File: src/rtl/sm83_bus_responder.sv
// SM83 memory-interface responder: HRAM, IF and IE served locally, all else via ext req/ack.
// Optional bus timeout enabled by defining BUS_TIMEOUT_EN.
module sm83_bus_responder #(
    parameter int TIMEOUT_CYCLES = 255
) (
    input  logic        clk,
    input  logic        rst_n,
    input  logic        cpu_req,
    input  logic        cpu_we,
    input  logic [15:0] cpu_addr,
    input  logic [7:0]  cpu_wdata,
    output logic        cpu_ready,
    output logic [7:0]  cpu_rdata,
    output logic        ext_req,
    output logic        ext_we,
    output logic [15:0] ext_addr,
    output logic [7:0]  ext_wdata,
    input  logic        ext_ack,
    input  logic [7:0]  ext_rdata,
    input  logic [4:0]  irq_set,
    output logic        int_pending,
    output logic        busy_err,
    output logic        timeout_flag
);

    typedef enum logic [1:0] {
        IDLE,
        RESP,
        EXT_WAIT,
        EXT_DONE
    } state_t;

    state_t state, state_nx;

    logic [7:0] hram [0:126];
    logic [7:0] ie;
    logic [4:0] ifr;

    logic       accept;
    logic       hit_hram;
    logic       hit_if;
    logic       hit_ie;
    logic       hit_int;
    logic [7:0] int_rdata;
    logic       tmo;

    assign accept   = (state == IDLE) && cpu_req;
    assign hit_hram = (cpu_addr[15:7] == 9'h1FF) && (cpu_addr[6:0] != 7'h7F);
    assign hit_ie   = (cpu_addr == 16'hFFFF);
    assign hit_if   = (cpu_addr == 16'hFF0F);
    assign hit_int  = hit_hram || hit_ie || hit_if;

`ifdef BUS_TIMEOUT_EN
    logic [7:0] tmo_cnt;

    always_ff @(posedge clk or negedge rst_n) begin
        if (!rst_n) begin
            tmo_cnt <= 8'd0;
        end else if (accept) begin
            tmo_cnt <= 8'd0;
        end else if (state == EXT_WAIT) begin
            tmo_cnt <= tmo_cnt + 8'd1;
        end
    end

    // Ack in the final cycle takes priority over the forced completion
    assign tmo = (state == EXT_WAIT) && !ext_ack &&
                 (tmo_cnt == 8'(TIMEOUT_CYCLES - 1));
`else
    logic unused_timeout_cfg;

    assign unused_timeout_cfg = ^TIMEOUT_CYCLES;
    assign tmo = 1'b0;
`endif

    always_ff @(posedge clk or negedge rst_n) begin
        if (!rst_n) begin
            state <= IDLE;
        end else begin
            state <= state_nx;
        end
    end

    always_comb begin
        state_nx = state;
        case (state)
            IDLE: begin
                if (cpu_req) begin
                    state_nx = hit_int ? RESP : EXT_WAIT;
                end
            end
            RESP:     state_nx = IDLE;
            EXT_WAIT: begin
                if (ext_ack || tmo) begin
                    state_nx = EXT_DONE;
                end
            end
            EXT_DONE: state_nx = IDLE;
            default:  state_nx = IDLE;
        endcase
    end

    always_comb begin
        cpu_ready = (state == RESP) || (state == EXT_DONE);
        ext_req   = (state == EXT_WAIT);
    end

    always_comb begin
        int_rdata = 8'h00;
        unique case (1'b1)
            hit_ie:  int_rdata = ie;
            hit_if:  int_rdata = {3'b111, ifr};
            default: int_rdata = hram[cpu_addr[6:0]];
        endcase
    end

    // HRAM has no reset; contents are undefined until software writes them
    always_ff @(posedge clk) begin
        if (accept && hit_hram && cpu_we) begin
            hram[cpu_addr[6:0]] <= cpu_wdata;
        end
    end

    always_ff @(posedge clk or negedge rst_n) begin
        if (!rst_n) begin
            cpu_rdata    <= 8'h00;
            ext_we       <= 1'b0;
            ext_addr     <= 16'h0000;
            ext_wdata    <= 8'h00;
            ie           <= 8'h00;
            ifr          <= 5'h00;
            busy_err     <= 1'b0;
            timeout_flag <= 1'b0;
        end else begin
            if (accept && hit_int && !cpu_we) begin
                cpu_rdata <= int_rdata;
            end else if ((state == EXT_WAIT) && ext_ack && !ext_we) begin
                cpu_rdata <= ext_rdata;
            end else if (tmo) begin
                cpu_rdata <= 8'hFF;
            end
            if (accept && !hit_int) begin
                ext_we    <= cpu_we;
                ext_addr  <= cpu_addr;
                ext_wdata <= cpu_wdata;
            end
            if (accept && hit_ie && cpu_we) begin
                ie <= cpu_wdata;
            end
            // A peripheral request beats a simultaneous software clear
            ifr <= ((accept && hit_if && cpu_we) ? cpu_wdata[4:0] : ifr) | irq_set;
            if (cpu_req && (state != IDLE)) begin
                busy_err <= 1'b1;
            end
            if (tmo) begin
                timeout_flag <= 1'b1;
            end
        end
    end

    assign int_pending = |(ie[4:0] & ifr);

endmodule
File: config.mk
export PLATFORM = sky130hd
export DESIGN_NAME = sm83_bus_responder
export DESIGN_NICKNAME = d
export VERILOG_FILES = /design/src/rtl/sm83_bus_responder.sv
export SDC_FILE = /design/constraint.sdc
export NUM_CORES = 1
export LEC_CHECK = 0
export CELL_PAD_IN_SITES_DETAIL_PLACEMENT = 1
export CELL_PAD_IN_SITES_GLOBAL_PLACEMENT = 1
export CORE_MARGIN = 1.5
export CORE_UTILIZATION = 55
export DETAILED_ROUTE_END_ITERATION = 6
export DONT_BUFFER_PORTS = 1
export PLACE_DENSITY_LB_ADDON = 0.1
export SLEW_MARGIN = 10
export SYNTH_ARGS = -nofsm -noshare
export SYNTH_HDL_FRONTEND = slang
export SYNTH_SLANG_ARGS = --single-unit
File: constraint.sdc
create_clock -name clk -period 3.2 [get_ports clk]
set_input_delay 0.64 -clock clk [delete_from_list [all_inputs] [get_ports clk]]
set_output_delay 0.64 -clock clk [all_outputs]
set_load 0.01 [all_outputs]
---- After elaboration in Yosys (flattened, before gate mapping) ----
Memories as Yosys holds them, arrays and structs flattened.
Cells that the tools add are included.
W data, S select, Z words.
word-level totals
  flip-flop bits (word level) ............. 49
  memory bits (writable) .................. 1016
  bits of input ports ..................... 42
  output and inout port bits .............. 38
  memories ................................ 1
memories
  memory  depth  width  read ports  clocked after memory_dff  write ports  line  source
  hram    127    8      1           0                         1            35    logic [7:0] hram [0:126];
cells by class
  equal/unequal tests ..................... 9
  multiplexer cells ....................... 10
  bitwise gates (word level) .............. 2
  reductions and logical operators ........ 26
operators with widths
  operator                number
  $eq A16 B16 Y1 const B  2
  $mux W8                 2
  $pmux W8 S2             1
  $logic_and A1 B1 Y1     14
  $eq A9 B9 Y1 const B    1
  $ne A7 B7 Y1 const B    1
  $mux W2                 3
  $pmux W2 S3             1
  $and A5 B5 Y5           1
  $mux W5                 1
  $or A5 B5 Y5            1
  $reduce_or A5 Y1        1
  $eq A2 B2 Y1 const B    2
  $reduce_bool A2 Y1      2
  $logic_not A1 Y1        3
  $logic_or A1 B1 Y1      3
  $eq A2 B1 Y1 const B    1
  $logic_not A2 Y1        1
  $mux W1                 2
  $ne A2 B1 Y1 const B    1
  $ne A2 B2 Y1 const B    1
  $reduce_and A2 Y1       1
  $reduce_or A2 Y1        1

---- Logic depth before layout (Yosys ltp) ----
Gate-level depths: netlist (run 1).
  word-level depth ........................ 7
  depth in mapped cells ................... 13
  mapped depth without buffers ............ 7

---- Worst setup path after synthesis (run 1) ----
Ideal clock, no wire load.
  path kind ............................... input-to-reg
  from .................................... in cpu_addr[0]
  to ...................................... mem hram[56][0], enable pin
  library setup time ...................... 370 ps
  arrival time ............................ 2566 ps
  required time ........................... 2830 ps
  path slack .............................. 264 ps
  stages on the path ...................... 10
  path buffers ............................ 5
  path through ............................ buf_2 > and2_1 > buf_4 > buf_2 > buf_2 > nand2_1 > o2111a_1 > nand3_1 > buf_2 > nor2_1
between the ends
  cells in the longest elaborated chain, start to end .. 6
RTL lines
  item                              line  source
  start: declaration                10    input logic [15:0] cpu_addr,
  $ne A7 B7 Y1                      48    assign hit_hram = (cpu_addr[15:7] == 9'h1FF) && (cpu_addr[6:0] != 7'h7F);
  $logic_and A1 B1 Y1               48
  $logic_and A1 B1 Y1 (2 in a row)  119   if (accept && hit_hram && cpu_we) begin
  $mux W1                           119
  $mux W1 (not written as such)     120   hram[cpu_addr[6:0]] <= cpu_wdata;
  end: declaration                  35
Several ways; a longest one is shown, not always the timed one.

---- Final worst setup path (run 1) ----
  from .................................... in cpu_addr[1]
  to ...................................... reg cpu_rdata[0]
between the ends
  cells in the longest elaborated chain, start to end .. 7
  elaborated cells between the ends (all ways) .. 12
  classes of those cells .................. eq/ne: 3; mux: 2; reduce/logical: 6; memory: 1
RTL lines
  item                                                     line  source
  branches (longest 7 deep; another with $mem_v2 Z127 W8)  -
  end signal: assignment                                   136   cpu_rdata <= int_rdata;
  end signal: assignment                                   138   cpu_rdata <= ext_rdata;
  end: declaration                                         13    output logic [7:0] cpu_rdata,
Several ways; the timed one is not identified.
A chain may end at the register's enable or synchronous reset.

==> results of run 1 <==
worst max-delay path, delay by kind of cell:
family / cells / cell delay (ns)
AOI/OAI and AO/OA: 4 / 1.79
buffers and inverters: 2 / 0.51
and+or+nand+nor: 2 / 0.48
stage by stage:
| step | instance area [µm²] | TNS, ns | util (%) |
|---|---|---|---|
| floorplan | 41400 | 0 | - |
| global placement | 44000 | 0 | 59.1 |
| detailed placement | 44000 | -0.130 | 59.1 |
| CTS | 47600 | 0 | 63.9 |
| global route | 47600 | 0 | 63.9 |
| finish | 47600 | 0 | 63.9 |
logic make-up after synthesis:
| family | Yosys count | share of synthesized area, % |
|---|---|---|
| flip-flops | 1065 | 76.6 |
| AO/OA/AOI/OAI | 453 | 8.55 |
| AND/OR/NAND/NOR | 406 | 4.19 |
| multiplexers | 222 | 8.67 |
| buffers and inverters | 171 | 1.98 |
| other | 1 | 0.00905 |
flip-flops by register name, indices dropped and copies added, names as in the netlist, 2 cells and up:
signal and flops:
state 2, hram 1016, ext_wdata 8, cpu_rdata 8, ext_addr 16, ie 8
ifr 5
synth_stat cells (5+ instances only):
cell / count / area (µm²)
buf_1: 11 / 41.3
a221oi_1: 154 / 1350
o211ai_1: 7 / 52.6
buf_2: 58 / 290
nand2_1: 88 / 330
inv_1: 8 / 30.0
a22oi_1: 45 / 338
nor2b_1: 8 / 50.1
buf_6: 6 / 67.6
o221ai_1: 14 / 123
a22o_1: 25 / 219
nand3b_1: 8 / 60.1
nand3_1: 26 / 130
a221o_1: 37 / 370
mux2_2: 55 / 619
buf_4: 16 / 120
o21a_1: 6 / 45.0
a31oi_1: 11 / 68.8
nand4_1: 7 / 43.8
dfrtp_1: 49 / 1230
nor2_1: 226 / 848
a21oi_1: 42 / 210
edfxtp_1: 1016 / 30500
nor3_1: 19 / 95.1
o22ai_1: 6 / 37.5
mux4_2: 104 / 2340
clkbuf_1: 72 / 270
o21ai_0: 60 / 300
mux2i_1: 63 / 631
a211oi_1: 5 / 37.5
report_power, final:
group | total, mW | switching (mW) | internal [mW] | leakage (nW)
Sequential | 15.8 | 0.329 | 15.5 | 9.71
Combinational | 1.54 | 0.881 | 0.659 | 4.12
Clock | 12.7 | 5.27 | 7.45 | 1.73
Total | 30.1 | 6.48 | 23.6 | 15.6
cell type report:
cell class / instances / area [µm²] / share of cell area [%]
inverters: 8 / 32.5 / 0.0684
clock inverters: 69 / 649 / 1.37
flip-flops and latches: 1065 / 31700 / 66.7
clock buffers: 133 / 2900 / 6.10
repair buffers: 263 / 2130 / 4.49
well taps: 969 / 1210 / 2.55
diodes: 2 / 5.00 / 0.0105
multi-input cells: 1082 / 8890 / 18.7
per-layer routing:
metal	global-route usage, %	up-vias	routed length (µm)
li1	-	9931	-
met1	44.2	12998	47700
met2	51.7	1348	59400
met3	6.11	254	11300
met4	11.8	2	4530
met5	0	-	12
worst max path at each step:
stage | start | end | slack (ns) | cells past startpoint
after detailed placement | cpu_addr[0] | cpu_rdata[0]$_DFFE_PN0P_ | -0.1 | 8
after global placement | cpu_addr[0] | cpu_rdata[0]$_DFFE_PN0P_ | 0.11 | 8
after global routing | cpu_addr[1] | cpu_rdata[0]$_DFFE_PN0P_ | 0.28 | 8
after floorplan | cpu_addr[0] | hram[56][0]$_DFFE_PP_ | 0.26 | 10
after CTS | cpu_addr[0] | cpu_rdata[0]$_DFFE_PN0P_ | 0.54 | 8
final | cpu_addr[1] | cpu_rdata[0]$_DFFE_PN0P_ | 0.15 | 8
cell usage in the layout (no fill, tap or decap), drive strengths merged, types with 5 or more instances in the layout:
cell type     n
edfxtp     1016
buf         262
nor2        227
a221oi      154
clkbuf      133
mux4        104
nand2        88
mux2i        63
o21ai        60
mux2         55
clkinv       52
dfrtp        49
a22oi        45
a21oi        42
a221o        37
nand3        26
a22o         25
nor3         20
o221ai       14
bufinv       13
a31oi        11
nand3b        8
inv           8
nor2b         8
nand4         7
o211ai        7
o21a          6
o22ai         6
a211oi        5
==> metrics.yaml, run 1 <==
outcome:
  outcome: "finished clean"
timing:
  drv_slew: 0
  finalSetupViolCount: 0
  fin_crit_ns: 3.05
  worst_clock_skew_ns: 0.0238
  worst_slack_ns: 0.149
  tightest_slew_ns: 1.22
  relSlewSlack_pct: 16.8
  fmax_ghz: 0.328
  rsz0062_at_grt: "false"
  finalCritPeriodShare_pct: 95.3
  hold_viol_final: 0
  hold_ws_ns: 0.0767
critical_path:
  cp_max_fo: 158
  regToRegSetupSlack_ns: 0.55
  reg2reg_from: "state[0]$_DFFE_PN0P_"
  required_ns: 3.77
  critPathKind: "in -> reg"
  slowest_stage: "a2111oi_0"
  cpMostUsedCell: "buf_4"
  cp_cell_sequence: "and2_4 > buf_4 > a221oi_1 > nor2_1 > a2111oi_0 > buf_4 > a31oi_1 > a31o_2"
  slowest_delay_ns: 1.07
  cp_data_arrival_time_ns: 3.62
  worst-r2r-cell-count: 7
  reg2reg_to: "hram[59][1]$_DFFE_PP_"
  end_kind: "flip-flop"
  cp-start-kind: "primary input"
clocking:
  cts_resized: 0
  clockBufferDepth: 3
  holdBufCountCts: 2
  cts.clk_slew.worst_paths_ns: 0.06
  postCtsSetupRepairBufs: 0
  htree_levels: 3
  clock_sinks: 1065
  cts_buffers: 108
  cts_root_buffer: "clkbuf_16"
  worstSkewPairLatency_ns: 0.67
  cts_tree: "done"
route:
  via_per_inst: 6.83
  vias: 24533
  route.antenna.remaining_nets: 0
  drtPass1Iterations: 5
  drc_errors: 0
  first_iter_violations: 2891
  drt-total-wl_um: 123000
  routedWlPerCell_um: 34.2
yosys:
  syn_nets: 2360
  synth-edff-count: 1016
  async_flop_share_pct: 4.60
  syn-cell-area_um2: 41400
  seq_area_frac_synth_pct: 76.6
  ys_ff_latch: 1065
  synthDistinctLibCells: 62
  synth_cells: 2318
  synth_ff_type: "edfxtp_1"
  syn_avg_cell_area_um2: 17.9
  yosysWarnings: 0
placed_design:
  hpwl_um: 71800
  dp_slack_ns: -0.0975
  gp_congestion: 0.902
  dp_cells: 3385
  port_buffers: 0
grt:
  grt_use_total_pct: 32.2
  grt_first_pass_wirelength_um: 178000
  antenna_found_initial: 1
  grt_pass1_vias: 25462
  grt_max_degree: 186
  grt.overflow.total: 0
floorplan:
  io_pins: 80
  start_util_pct: 55.6
  die_y_um: 277
  rows: 100
  die-area_um2: 77000
  core-area_um2: 74400
  die_w_um: 277
hold_path:
  hold_end: "hram[11][3]$_DFFE_PP_"
  hp-class: "in -> reg"
  min_path_cells: 0
  worstHoldStart: "cpu_wdata[3]"
job:
  drv_cap: 0
power_and_ir_drop:
  p_leak_nw: 15.6
  p_per_area_nw_per_um2: 632
  power_mw: 30.1
  irDropWorstVdd_v: 0.000501
cells_and_area:
  nFillCells: 6323
  final_cells: 3591
  drive_gt1_share_pct: 22.4
  final_nets: 2570
  area_delta_synth_final_pct: 14.8
(Power assumes the default switching activity.)
==> run 2, diff against run 1 <==
PLACE_DENSITY_LB_ADDON = 0.2   (was 0.1)
==> metrics.yaml, run 2 (same netlist as run 1, synthesis figures left out) <==
outcome:
  outcome: "finished clean"
clocking:
  cts_root_buffer: "clkbuf_16"
  clockBufferDepth: 3
  postCtsSetupRepairBufs: 0
  htree_levels: 3
  worstSkewPairLatency_ns: 0.68
  cts.clk_slew.worst_paths_ns: 0.06
  clock_sinks: 1065
  cts_buffers: 107
  cts_tree: "done"
cells_and_area:
  final_nets: 2585
  area_delta_synth_final_pct: 15.3
  drive_gt1_share_pct: 23.4
  final_common_cell: "edfxtp_1"
  final_cell_mix: "edfxtp_1, buf_4, nor2_1, a221oi_1, clkbuf_16"
  largest_register_ffs: 1016
  nFillCells: 6309
power_and_ir_drop:
  power_mw: 30.5
  irDropWorstVdd_v: 0.000529
  swShare_pct: 21.6
  clkPwrFrac_pct: 43.0
  power_frac_comb_pct: 5.1
  power_frac_seq_pct: 51.9
  p_sw_mw: 6.58
  internal_power_mw: 23.9
  p_leak_nw: 15.7
  p_per_area_nw_per_um2: 638
critical_path:
  cp-start-kind: "flip-flop"
  cp_data_arrival_time_ns: 3.25
  required_ns: 3.58
  critPathKind: "reg -> reg"
  reg2reg_from: "state[0]$_DFFE_PN0P_"
  end_kind: "flip-flop"
  cp_max_fo: 12
  reg2reg_to: "hram[76][0]$_DFFE_PP_"
  worstSetupStartpoint: "state[0]$_DFFE_PN0P_"
  regToRegSetupSlack_ns: 0.33
  worst-r2r-cell-count: 8
floorplan:
  rows: 100
  io_pins: 80
  die_w_um: 277
  start_util_pct: 55.6
  die-area_um2: 77000
  core-area_um2: 74400
  die_y_um: 277
hold_path:
  hp-class: "in -> reg"
  worstHoldStart: "irq_set[4]"
  min_path_cells: 1
  hold_end: "ifr[4]$_DFF_PN0_"
placed_design:
  dp_slack_ns: 0.0292
  gp_congestion: 0.933
  port_buffers: 0
  hpwl_um: 74800
grt:
  met1_usage_pct: 44.6
  grt_first_pass_wirelength_um: 185000
  grt_use_total_pct: 33.3
  grt_pass1_vias: 26090
  grt.busiest_layer: "met2"
  grtUsageMet3_pct: 7.45
  antenna_found_initial: 2
  use_met2_pct: 52.2
  grt.overflow.total: 0
  grt_max_degree: 186
route:
  drt-total-wl_um: 127000
  routedWlPerCell_um: 35.2
  first_iter_violations: 3200
  drc_errors: 0
  via_per_inst: 6.91
  vias: 24910
  route.antenna.remaining_nets: 0
  drtPass1Iterations: 5
timing:
  finalSetupViolCount: 0
  fin_tns_setup_ns: 0
  tightest_slew_ns: 0.918
  drv_slew: 0
  worst_clock_skew_ns: 0.0258
  relSlewSlack_pct: 38.6
  rsz0062_at_grt: "false"
  fmax_ghz: 0.348
  fin_crit_ns: 2.87
  finalCritPeriodShare_pct: 89.8
  worst_slack_ns: 0.327
  hold_viol_final: 0
job:
  drv_cap: 0
## run 2: cell count changes in the layout (fill, tap and decap cells not counted), sizes merged, moves of 3 or more
cell / previous run / this run
buf: 262 / 278
inv: 8 / 13
bufinv: 13 / 17
clkinv: 52 / 48
clkbuf: 133 / 130
clkinvlp: 4 / 1
## run 2: power by group through the flow
| stage | Sequential [mW] | Clock, mW | Combinational, mW |
|---|---|---|---|
| 2_1_floorplan | 16.0 | 0 | 1.07 |
| 3_3_place_gp | 16.1 | 0 | 1.43 |
| 3_5_place_dp | 16.1 | 0 | 1.47 |
| 4_1_cts | 15.8 | 13.2 | 1.52 |
| 5_1_grt | 15.8 | 13.6 | 1.61 |
| 6_report | 15.8 | 13.1 | 1.55 |
## run 2: how the worst max path moves through the flow
| stage | to | slack, ns | depth (start not counted) |
|---|---|---|---|
| 4_1_cts | hram[76][0]$_DFFE_PP_ | 0.42 | 8 |
| 6_report | hram[76][0]$_DFFE_PP_ | 0.33 | 8 |
| 3_5_place_dp | cpu_rdata[1]$_DFFE_PN0P_ | 0.03 | 6 |
| 5_1_grt | hram[68][4]$_DFFE_PP_ | 0.28 | 8 |
| 2_1_floorplan | hram[56][0]$_DFFE_PP_ | 0.26 | 10 |
| 3_3_place_gp | cpu_rdata[2]$_DFFE_PN0P_ | 0.11 | 6 |
## run 2: per-layer routing
| layer | routed length (µm) | share of wire, % |
|---|---|---|
| met4 | 6580 | 5.2 |
| met2 | 60000 | 47 |
| met1 | 47400 | 37 |
| met5 | 0 | 0 |
| met3 | 13100 | 10 |
## run 2: area by class of cell
cell class | instances | area (µm²) | share of cell area [%]
multi-input combinational | 1082 | 8890 | 18.6
timing repair buffer | 279 | 2220 | 4.64
inverter | 8 | 32.5 | 0.0681
antenna | 1 | 2.50 | 0.00524
clock buffer | 130 | 2870 | 6.01
sequential | 1065 | 31700 | 66.4
clock inverter | 71 | 805 | 1.68
tap | 969 | 1210 | 2.54
## run 2: per-stage QoR
stage | std cells | hold slack (ns) | util [%] | area [µm²]
3_5_place_dp | 3401 | 0.346 | 59.2 | 44100
3_3_place_gp | 3401 | 0.346 | 59.2 | 44100
2_1_floorplan | 2318 | 0.344 | - | 41400
5_1_grt | 3604 | 0.0560 | 64.2 | 47800
6_report | 3605 | 0.0683 | 64.2 | 47800
4_1_cts | 3604 | 0.0417 | 64.2 | 47800
## run 2: repair_timing
item	4_1_cts	5_1_grt
endpoints found under the hold margin	49	0
gates resized for setup	0	0
hold buffers	2	0
## run 2: worst max-delay path, stage by stage (launching register included)
cell	delay, ns
dfrtp_1	0.48
nor2_1	0.22
and3_1	0.44
o2111a_1	0.26
buf_4	0.22
nand2_1	0.14
buf_4	0.31
nor2_1	0.27
buf_4	0.21
